**config.mk**
```make
export PLATFORM = sky130hd
export DESIGN_NAME = restoring_divider
export DESIGN_NICKNAME = d
export VERILOG_FILES = /design/src/rtl/restoring_divider.sv
export SDC_FILE = /design/constraint.sdc
export NUM_CORES = 1
export LEC_CHECK = 0
export ABC_CLOCK_PERIOD_IN_PS = 7400
export CAP_MARGIN = 20
export CORE_UTILIZATION = 50
export DETAILED_ROUTE_END_ITERATION = 7
export GPL_TIMING_DRIVEN = 1
export PLACE_DENSITY_LB_ADDON = 0.08
export SYNTH_ARGS = -nofsm -noshare
export SYNTH_HDL_FRONTEND = slang
export SYNTH_SLANG_ARGS = --single-unit
```
**constraint.sdc**
```tcl
create_clock -name clk -period 7.4 [get_ports clk]
set_clock_uncertainty 0.2 [all_clocks]
set_input_delay 1.85 -clock clk [delete_from_list [all_inputs] [get_ports clk]]
set_output_delay 1.85 -clock clk [all_outputs]
set_load 0.02 [all_outputs]
```
**src/rtl/restoring_divider.sv**
```systemverilog
// Multi-cycle restoring divider with start/busy/done handshake.
// Define SIGNED_DIV_EN for two's-complement operands.
module restoring_divider #(
  parameter int WIDTH = 8
) (
  input  logic             clk,
  input  logic             reset,
  input  logic             start,
  input  logic [WIDTH-1:0] dividend,
  input  logic [WIDTH-1:0] divisor,
  output logic             busy,
  output logic             done,
  output logic [WIDTH-1:0] quotient,
  output logic [WIDTH-1:0] remainder,
  output logic             div_by_zero
);

  localparam int CW = (WIDTH > 2) ? $clog2(WIDTH) : 1;

  typedef enum logic [1:0] {
    IDLE,
    CALC,
    DZERO,
    DONE
  } state_t;

  state_t           state;
  logic [CW-1:0]    cnt;
  logic [WIDTH-1:0] q_r;
  logic [WIDTH-1:0] r_r;
  logic [WIDTH-1:0] d_r;

  logic [WIDTH:0]   p;
  logic [WIDTH:0]   t;
  logic [WIDTH-1:0] q_nxt;
  logic [WIDTH-1:0] r_nxt;
  logic [WIDTH-1:0] q_fin;
  logic [WIDTH-1:0] r_fin;
  logic [WIDTH-1:0] a_cap;
  logic [WIDTH-1:0] b_cap;

  assign p     = {r_r, q_r[WIDTH-1]};
  assign t     = p - {1'b0, d_r};
  assign q_nxt = {q_r[WIDTH-2:0], ~t[WIDTH]};
  assign r_nxt = t[WIDTH] ? p[WIDTH-1:0] : t[WIDTH-1:0];

`ifdef SIGNED_DIV_EN
  logic neg_q;
  logic neg_r;

  // A zero divisor keeps the raw dividend in Q so DZERO can return it as-is.
  assign a_cap = (dividend[WIDTH-1] && divisor != '0)
               ? -dividend : dividend;
  assign b_cap = divisor[WIDTH-1] ? -divisor : divisor;
  assign q_fin = neg_q ? -q_nxt : q_nxt;
  assign r_fin = neg_r ? -r_nxt : r_nxt;

  always_ff @(posedge clk or posedge reset) begin
    if (reset) begin
      neg_q <= 1'b0;
      neg_r <= 1'b0;
    end else if (state == IDLE && start) begin
      neg_q <= dividend[WIDTH-1] ^ divisor[WIDTH-1];
      neg_r <= dividend[WIDTH-1];
    end
  end
`else
  assign a_cap = dividend;
  assign b_cap = divisor;
  assign q_fin = q_nxt;
  assign r_fin = r_nxt;
`endif

  always_ff @(posedge clk or posedge reset) begin
    if (reset) begin
      state       <= IDLE;
      cnt         <= '0;
      q_r         <= '0;
      r_r         <= '0;
      d_r         <= '0;
      busy        <= 1'b0;
      done        <= 1'b0;
      quotient    <= '0;
      remainder   <= '0;
      div_by_zero <= 1'b0;
    end else begin
      done <= 1'b0;
      case (state)
        IDLE: begin
          if (start) begin
            q_r         <= a_cap;
            r_r         <= '0;
            d_r         <= b_cap;
            cnt         <= '0;
            quotient    <= '0;
            remainder   <= '0;
            div_by_zero <= 1'b0;
            busy        <= 1'b1;
            state       <= (divisor == '0) ? DZERO : CALC;
          end
        end
        CALC: begin
          q_r <= q_nxt;
          r_r <= r_nxt;
          cnt <= cnt + CW'(1);
          if (cnt == CW'(WIDTH - 1)) begin
            quotient  <= q_fin;
            remainder <= r_fin;
            busy      <= 1'b0;
            state     <= DONE;
          end
        end
        DZERO: begin
          quotient    <= '1;
          remainder   <= q_r;
          div_by_zero <= 1'b1;
          busy        <= 1'b0;
          state       <= DONE;
        end
        DONE: begin
          done  <= 1'b1;
          state <= IDLE;
        end
        default: state <= IDLE;
      endcase
    end
  end

endmodule
```
# == After elaboration in Yosys (flattened, before gate mapping) ==
# Cells that the tools add are included.
# op_classes
n_reduce_logical,10
add_sub_neg,2
n_eq_ne,6
bitwise,1
mux,21
# op_table
operator,n
$pmux 8 s3,2
$mux 8,5
$pmux 8 s2,2
$sub 9x8->9,1
$logic_not 8->1,1
$pmux 2 s4,1
$reduce_and 2->1,4
$mux 2,3
$pmux 3 s2,1
$eq 2x2->1 const B,2
$mux 1,4
$ne 2x2->1 const B,2
$reduce_bool 2->1,2
$add 3x1->3 const B,1
$eq 3x3->1 const B,1
$mux 3,1
$pmux 1 s3,1
$reduce_and 3->1,1
$reduce_bool 3->1,1
$eq 2x1->1 const B,1
$logic_not 2->1,1
$pmux 1 s2,1
$not 1->1,1
# word_totals
ff_bits,48
inputBits,19
output_inout_bits,19
elab_cells,50

# == Depth between registers and ports, before layout ==
# Gate-level depths: netlist of the first run.
# depth
ltp_word,4
ltp_mapped,10
depth_no_buf,9

# == Worst setup path after synthesis of the first run ==
# No wires, ideal clock.
# synth_timing
path_kind,in2reg
startpoint,input port divisor[3]
endpoint,register state[0]
required_ns,7.056
setup_time_ns,0.144
path_buffers,0
arrival_ns,3.070
stages,4
path_slack_ns,3.986
cell_sequence,or4_1 -> or3_1 -> o41ai_1 -> o22ai_1
# synth_between
elab_chain_cells,4
# synth_lines
item,line_no,source
from (decl),10,"input logic [WIDTH-1:0] divisor,"
$logic_not 8->1,99,state <= (divisor == '0) ? DZERO : CALC;
$mux 2,99,
$mux 2,90,if (start) begin
$pmux 2 s4,88,case (state)
to (signal assigned),99,
to (decl),27,state_t state;
# Every way passes these cells. The select of a mux whose other input is x is not followed.
# A chain may end at the register's enable or synchronous reset.

# == Worst setup path in the final report of the first run ==
# layout_timing
startpoint,input port start
endpoint,register remainder[6]
# layout_between
elab_chain_cells,2
# layout_lines
item,line_no,source
from (decl),8,"input logic start,"
$ne 2x2->1 (no source line),n/a,
$reduce_and 3->1 (no source line),n/a,
to (signal assigned),108,remainder <= r_fin;
to (signal assigned),115,remainder <= q_r;
to (decl),14,"output logic [WIDTH-1:0] remainder,"
# Every way passes these cells.

==> results.sh, run 1 <==
export IMPL_slew_viol_final=0
export IMPL_die_area_um2=5640
export IMPL_vias_per_cell=5.45
export IMPL_finalSetupViolCount=0
export IMPL_routedWlPerCell_um=14.5
export IMPL_dieHeight_um=75.1
export IMPL_first_global_vias=1913
export IMPL_hold_viol=0
export IMPL_synthesis_area_um2=2670
export IMPL_nFillCells=491
export IMPL_p_clk_share_pct=13.0
export IMPL_ant_nets=0
export IMPL_rrSetupSlack_ps=4420
export IMPL_drcViolationCount=0
export IMPL_min_from="quotient[5]$_DFFE_PP0P_"
export IMPL_p_switching_mw=0.667
export IMPL_worstSetupPathType="in2reg"
export IMPL_r2r_cells=9
export IMPL_cts_setup_buffers=0
export IMPL_outcome="finished clean"
export IMPL_synthCells=286
export IMPL_clkSlewWorstSetupHoldPaths_ps=100
export IMPL_gr_total_overflow=0
export IMPL_ys_ff_latch=48
export IMPL_core_area_um2=5140
export IMPL_reg2reg_from="q_r[7]$_DFFE_PP0P_"
export IMPL_dr_pass1_iters=4
export IMPL_p_leak_nw=1.50
export IMPL_combPwrFrac_pct=56.7
export IMPL_cts_tree="done"
export IMPL_row_count=26
export IMPL_synth_distinct_cells=42
export IMPL_ctsHoldBuffers=0
export IMPL_critPathArrivalTime_ps=3820
export IMPL_initial_utilization_pct=52.0
export IMPL_rsz0062_at_grt="no"
export IMPL_irDropWorstVdd_uv=349
export IMPL_root_buffer="clkbuf_8"
export IMPL_io_pin_count=38
export IMPL_period_share_pct=51.2
export IMPL_pwr_density_cell_nw_per_um2=467
export IMPL_num_antenna_cells=0
export IMPL_area_growth_pct=20.1
export IMPL_detailroute_via_count=2110
export IMPL_place_area_um2=3070
export IMPL_path_max_fanout=15
export IMPL_hold_end="quotient[5]$_DFFE_PP0P_"
export IMPL_antenna_found_initial=0
export IMPL_critPathLaunch="start"
export IMPL_setup_tns_final_ps=0
export IMPL_h_tree_depth=2
export IMPL_use_met2_pct=33.3
export IMPL_syn_area_per_cell_um2=9.34
export IMPL_finalWeightedCongestion=0.799
export IMPL_drive_gt1_share_pct=8.20
export IMPL_maxCapViolCount=0
export IMPL_port_buffers=37
export IMPL_seq_area_frac_synth_pct=45.0
export IMPL_clk_latency_ps=310
export IMPL_timing_hold_worst_class="reg2reg"
export IMPL_grt_max_degree=49
export IMPL_syn_num_nets=322
export IMPL_clock_fmax_mhz=264
export IMPL_worstReg2RegEnd="remainder[5]$_DFFE_PP0P_"
export IMPL_slew_headroom_pct=37.6
export IMPL_p_seq_share_pct=30.2
export IMPL_cts_path_max_buffers=2
export IMPL_crit_path_start_kind="input port"
export IMPL_worstPathRequired_ps=7430
export IMPL_top_usage_layer="met2"
export IMPL_wirelength_um=5620
export IMPL_final_area_um2=3210
export IMPL_endpoint_kind="flip-flop"
export IMPL_cts_resized=0
export IMPL_dpl_hpwl_um=4000
export IMPL_use_met3_pct=4.02
export IMPL_min_path_cells=2
export IMPL_grt_pass1_wl_um=9110
export IMPL_final_nets=352
export IMPL_gr_usage_met1_pct=31.6
export IMPL_cts_sinks=48
export IMPL_cts_inserted_buffers=5
export IMPL_worst_slew_pin_slew_ps=933
export IMPL_switching_share_pct=44.6
export IMPL_p_int_mw=0.830
export IMPL_die_x_um=75.1
export IMPL_drt_iter0_drc=123
export IMPL_ys_warn_count=0
export IMPL_period_minus_slack_ps=3790
export IMPL_grt_total_usage_pct=21.6
[worst max path at each step]
stage                                     to  slack (ps)  depth (start not counted)
floorplan               state[0]$_DFFE_PP0P_        3990                          4
global placement    remainder[7]$_DFFE_PP0P_        3380                          6
detailed placement  remainder[2]$_DFFE_PP0P_        3330                          6
CTS                 remainder[3]$_DFFE_PP0P_        3650                          6
global route        remainder[3]$_DFFE_PP0P_        3300                          6
finish              remainder[6]$_DFFE_PP0P_        3610                          6
[layer usage]
metal	vias to the layer above	routed length [µm]
li1	1053	-
met3	4	147
met5	-	0
met2	29	2630
met1	1024	2800
met4	0	43
[state kept, by name, summed over array words and instances (netlist names)]
name	count
d_r	8
busy	1
remainder	8
state	2
quotient	8
q_r	8
r_r	8
done	1
cnt	3
div_by_zero	1
[final cells by class]
cell class	count	area, µm²	share of cell area [%]
clock inverter	3	46.3	1.44
timing repair buffer	40	405	12.6
clock buffer	5	68.8	2.15
inverter	19	71.3	2.22
tap	70	87.6	2.73
multi-input combinational	202	1330	41.4
sequential	48	1200	37.4
[cells in the mapped netlist]
cell type  number  share of area (%)
fa_1            1               0.75
buf_6           1               0.42
nand2_1        41                5.8
a31o_2          1               0.33
buf_2           3               0.56
a21oi_1        26                4.9
a211oi_1        1               0.28
nand4_1         2               0.47
nor3_2          2               0.75
or3_1           2               0.47
xor2_1          1               0.33
a21o_1          9                2.5
a221o_1         1               0.37
a32o_1          2               0.75
nor2_1          8                1.1
o22ai_1         2               0.47
xnor2_1         1               0.33
nand2b_1        3               0.70
o31a_1          1               0.33
nand3b_1        1               0.28
clkbuf_1       13                1.8
and2_1          1               0.23
o211a_1         2               0.75
o21a_1          4                1.1
dfrtp_1        48                 45
mux2_2         10                4.2
nor3_1          2               0.37
o21ai_1        10                1.9
and2_0          2               0.47
inv_1          19                2.7
mux2i_1        10                3.7
o2111ai_1       1               0.33
o21ai_0        23                4.3
o41ai_1         1               0.33
a211o_1         1               0.33
or4_1           1               0.28
and3_1          1               0.23
ha_1           16                7.5
o211ai_1        1               0.28
nor2b_1         2               0.47
a2111oi_0       1               0.33
nand3_1         8                1.5
[worst max-delay path, stage by stage]
cell,delay [ps]
clkdlybuf4s50_1,470
nand2b_1,240
o21ai_0,190
nor2_1,740
o21ai_0,170
a21oi_1,160
[stage by stage]
step	cells	hold slack [ps]	setup slack, ps	power (mW)	utilization [%]
global route	387	308	3300	1.64	62.4
floorplan	286	263	3990	1.08	-
finish	387	272	3610	1.50	62.4
detailed placement	378	256	3330	1.31	59.8
global placement	378	255	3380	1.29	59.8
CTS	386	279	3650	1.51	62.0
[cells by family after synthesis]
kind of cell	Yosys count	synth area share (%)
compound gates	87	19.6
simple gates	76	13.1
flops	48	45.0
buf+inv	36	5.48
mux	20	7.96
fa+ha+maj	17	8.24
xor+xnor	2	0.656
[power by group through the flow]
stage	clock [mW]	sequential [mW]	combinational, mW
4_1_cts	0.201	0.453	0.855
5_1_grt	0.209	0.469	0.958
3_5_place_dp	0	0.458	0.852
6_report	0.195	0.453	0.850
3_3_place_gp	0	0.456	0.830
2_1_floorplan	0	0.482	0.600
[placed cells by master, fill, tap and decap left out, drive strengths merged, types with 2 or more instances in the layout]
cell,n
buf,3
a21o,9
nor3,4
nand4,2
o22ai,2
nand2b,3
clkdlybuf4s50,37
nand3,8
nor2,8
clkbuf,5
nand2,41
a32o,2
and2,3
or3,2
nor2b,2
a21oi,26
o211a,2
inv,20
o21a,4
mux2,10
mux2i,10
dfrtp,48
ha,16
o21ai,33
No activity file was read; power rests on OpenSTA's default activity.
==> run 2: changes to the inputs <==
- ABC_CLOCK_PERIOD_IN_PS: 7400 -> 3200
- CORE_UTILIZATION: 50 -> 49
- clock period: 7.4 -> 3.2 ns (I/O delays scaled with it)
==> run 2 against run 1 <==
Compared with the run above:
- clock power up 100%
- flip-flop and latch count unchanged
- sequential power up 130%
==> results.sh, run 2 (synthesis results as in run 1) <==
export IMPL_outcome="finished clean"
export IMPL_rsz0062_at_grt="no"
export IMPL_crit_path_start_kind="flip-flop"
export IMPL_p_clk_share_pct=11.3
export IMPL_min_path_cells=2
export IMPL_area_growth_pct=19.8
export IMPL_finalWeightedCongestion=0.849
export IMPL_detailroute_via_count=2147
export IMPL_mostFrequentLayoutCells="dfrtp_1, nand2_1, clkdlybuf4s50_1, a21oi_1, o21ai_0"
export IMPL_cts_sinks=48
export IMPL_hold_viol=0
export IMPL_final_area_um2=3200
export IMPL_p_int_mw=1.88
export IMPL_critPathArrivalTime_ps=2870
export IMPL_crit_path_top_delay_cell="a221o_1"
export IMPL_cts_setup_buffers=0
export IMPL_maxCapViolCount=0
export IMPL_ant_nets=0
export IMPL_grt_pass1_wl_um=9860
export IMPL_slew_viol_final=0
export IMPL_initial_utilization_pct=51.6
export IMPL_dieHeight_um=75.8
export IMPL_ctsHoldBuffers=0
export IMPL_endpoint_kind="flip-flop"
export IMPL_drcViolationCount=0
export IMPL_core_area_um2=5170
export IMPL_p_seq_share_pct=30.2
export IMPL_cts_path_max_buffers=2
export IMPL_final_nets=355
export IMPL_clkSlewWorstSetupHoldPaths_ps=100
export IMPL_place_area_um2=3100
export IMPL_p_switching_mw=1.59
export IMPL_slew_headroom_pct=45.8
export IMPL_root_buffer="clkbuf_8"
export IMPL_antenna_found_initial=0
export IMPL_drive_gt1_share_pct=9.06
export IMPL_period_minus_slack_ps=2910
export IMPL_worstPathCellList="inv_1 -> ha_1 -> fa_1 -> nand2b_1 -> a211o_1 -> a221o_1 -> mux2_2 -> nand2_1 -> o21ai_0"
export IMPL_first_global_vias=2071
export IMPL_nFillCells=462
export IMPL_r2r_cells=9
export IMPL_irDropWorstVdd_uv=642
export IMPL_io_pin_count=38
export IMPL_clock_fmax_mhz=344
export IMPL_path_max_fanout=13
export IMPL_clk_latency_ps=310
export IMPL_vias_per_cell=5.51
export IMPL_worst_slew_pin_slew_ps=813
export IMPL_drt_iter0_drc=106
export IMPL_h_tree_depth=2
export IMPL_gr_total_overflow=0
export IMPL_num_antenna_cells=0
export IMPL_worstSetupPathType="reg2reg"
export IMPL_p_leak_nw=1.50
export IMPL_pwr_density_cell_nw_per_um2=1090
export IMPL_row_count=26
export IMPL_cp_slowest_stage_delay_ps=520
export IMPL_cts_tree="done"
export IMPL_grt_max_degree=30
export IMPL_dpl_hpwl_um=4520
export IMPL_port_buffers=37
export IMPL_routedWlPerCell_um=15.5
export IMPL_finalSetupViolCount=0
export IMPL_combPwrFrac_pct=58.5
export IMPL_cts_resized=0
export IMPL_grt_total_usage_pct=23.6
export IMPL_dr_pass1_iters=4
export IMPL_switching_share_pct=45.8
export IMPL_timing_hold_worst_class="reg2reg"
export IMPL_final_common_cell="dfrtp_1"
export IMPL_cts_inserted_buffers=5
export IMPL_die_x_um=75.8
export IMPL_worstPathRequired_ps=3160
export IMPL_period_share_pct=90.9
export IMPL_wirelength_um=6030
export IMPL_setup_tns_final_ps=0
export IMPL_die_area_um2=5750
run 2: cell count changes in the layout (fill, tap and decap cells not counted):
| cell | change |
|---|---|
| clkinv_2 | +1 |
| clkinvlp_4 | -1 |
| bufinv_16 | -1 |
| buf_12 | -1 |
| buf_4 | +4 |
| clkbuf_8 | +1 |
run 2: layer usage:
| layer | global-route usage (%) | vias up | wire, µm |
|---|---|---|---|
| li1 | - | 1057 | - |
| met3 | 5.69 | 4 | 242 |
| met1 | 31.6 | 1038 | 2830 |
| met4 | 8.23 | 0 | 54 |
| met5 | 0 | - | 0 |
| met2 | 37.5 | 48 | 2900 |
run 2: power groups by stage:
stage	logic [mW]	clock network, mW	registers [mW]
floorplan	1.39	0	1.11
global placement	1.99	0	1.05
detailed placement	2.04	0	1.06
CTS	2.04	0.403	1.05
global route	2.27	0.421	1.08
finish	2.03	0.394	1.05
run 2: worst paths after layout:
path                       slack, ps                       to                    start
max                              290       r_r[4]$_DFFE_PP0P_       q_r[7]$_DFFE_PP0P_
min                              280  quotient[5]$_DFFE_PP0P_  quotient[5]$_DFFE_PP0P_
max reg2reg                      290       r_r[4]$_DFFE_PP0P_       q_r[7]$_DFFE_PP0P_
min reg2reg                      280  quotient[5]$_DFFE_PP0P_  quotient[5]$_DFFE_PP0P_
max in group asynchronous       1830       d_r[7]$_DFFE_PP0P_                    reset
min in group asynchronous        630  quotient[5]$_DFFE_PP0P_                    reset
run 2: through the flow:
step | total power, mW | hold WS, ps | setup slack [ps] | cells | utilization [%]
after floorplan | 2.50 | 263 | 570 | 286 | -
after global placement | 3.04 | 252 | 239 | 382 | 60.0
after detailed placement | 3.10 | 264 | 231 | 382 | 60.0
after CTS | 3.49 | 285 | 303 | 390 | 61.9
after global routing | 3.78 | 306 | 110 | 390 | 61.9
final | 3.47 | 278 | 290 | 390 | 61.9
run 2: layout make-up:
class | instances | area, µm² | share of cell area (%)
Multi-Input combinational cell | 202 | 1330 | 41.5
Sequential cell | 48 | 1200 | 37.5
Timing Repair Buffer | 43 | 415 | 13.0
Tap cell | 70 | 87.6 | 2.74
Clock buffer | 6 | 82.6 | 2.58
Inverter | 19 | 71.3 | 2.23
Clock inverter | 2 | 13.8 | 0.430
run 2: critical path, delay by kind of cell (launching register included):
kind | cells | cell delay [ps]
simple gates | 2 | 270
fa+ha+maj | 2 | 650
mux | 1 | 340
buf+inv | 1 | 70
flops | 1 | 380
compound gates | 3 | 870
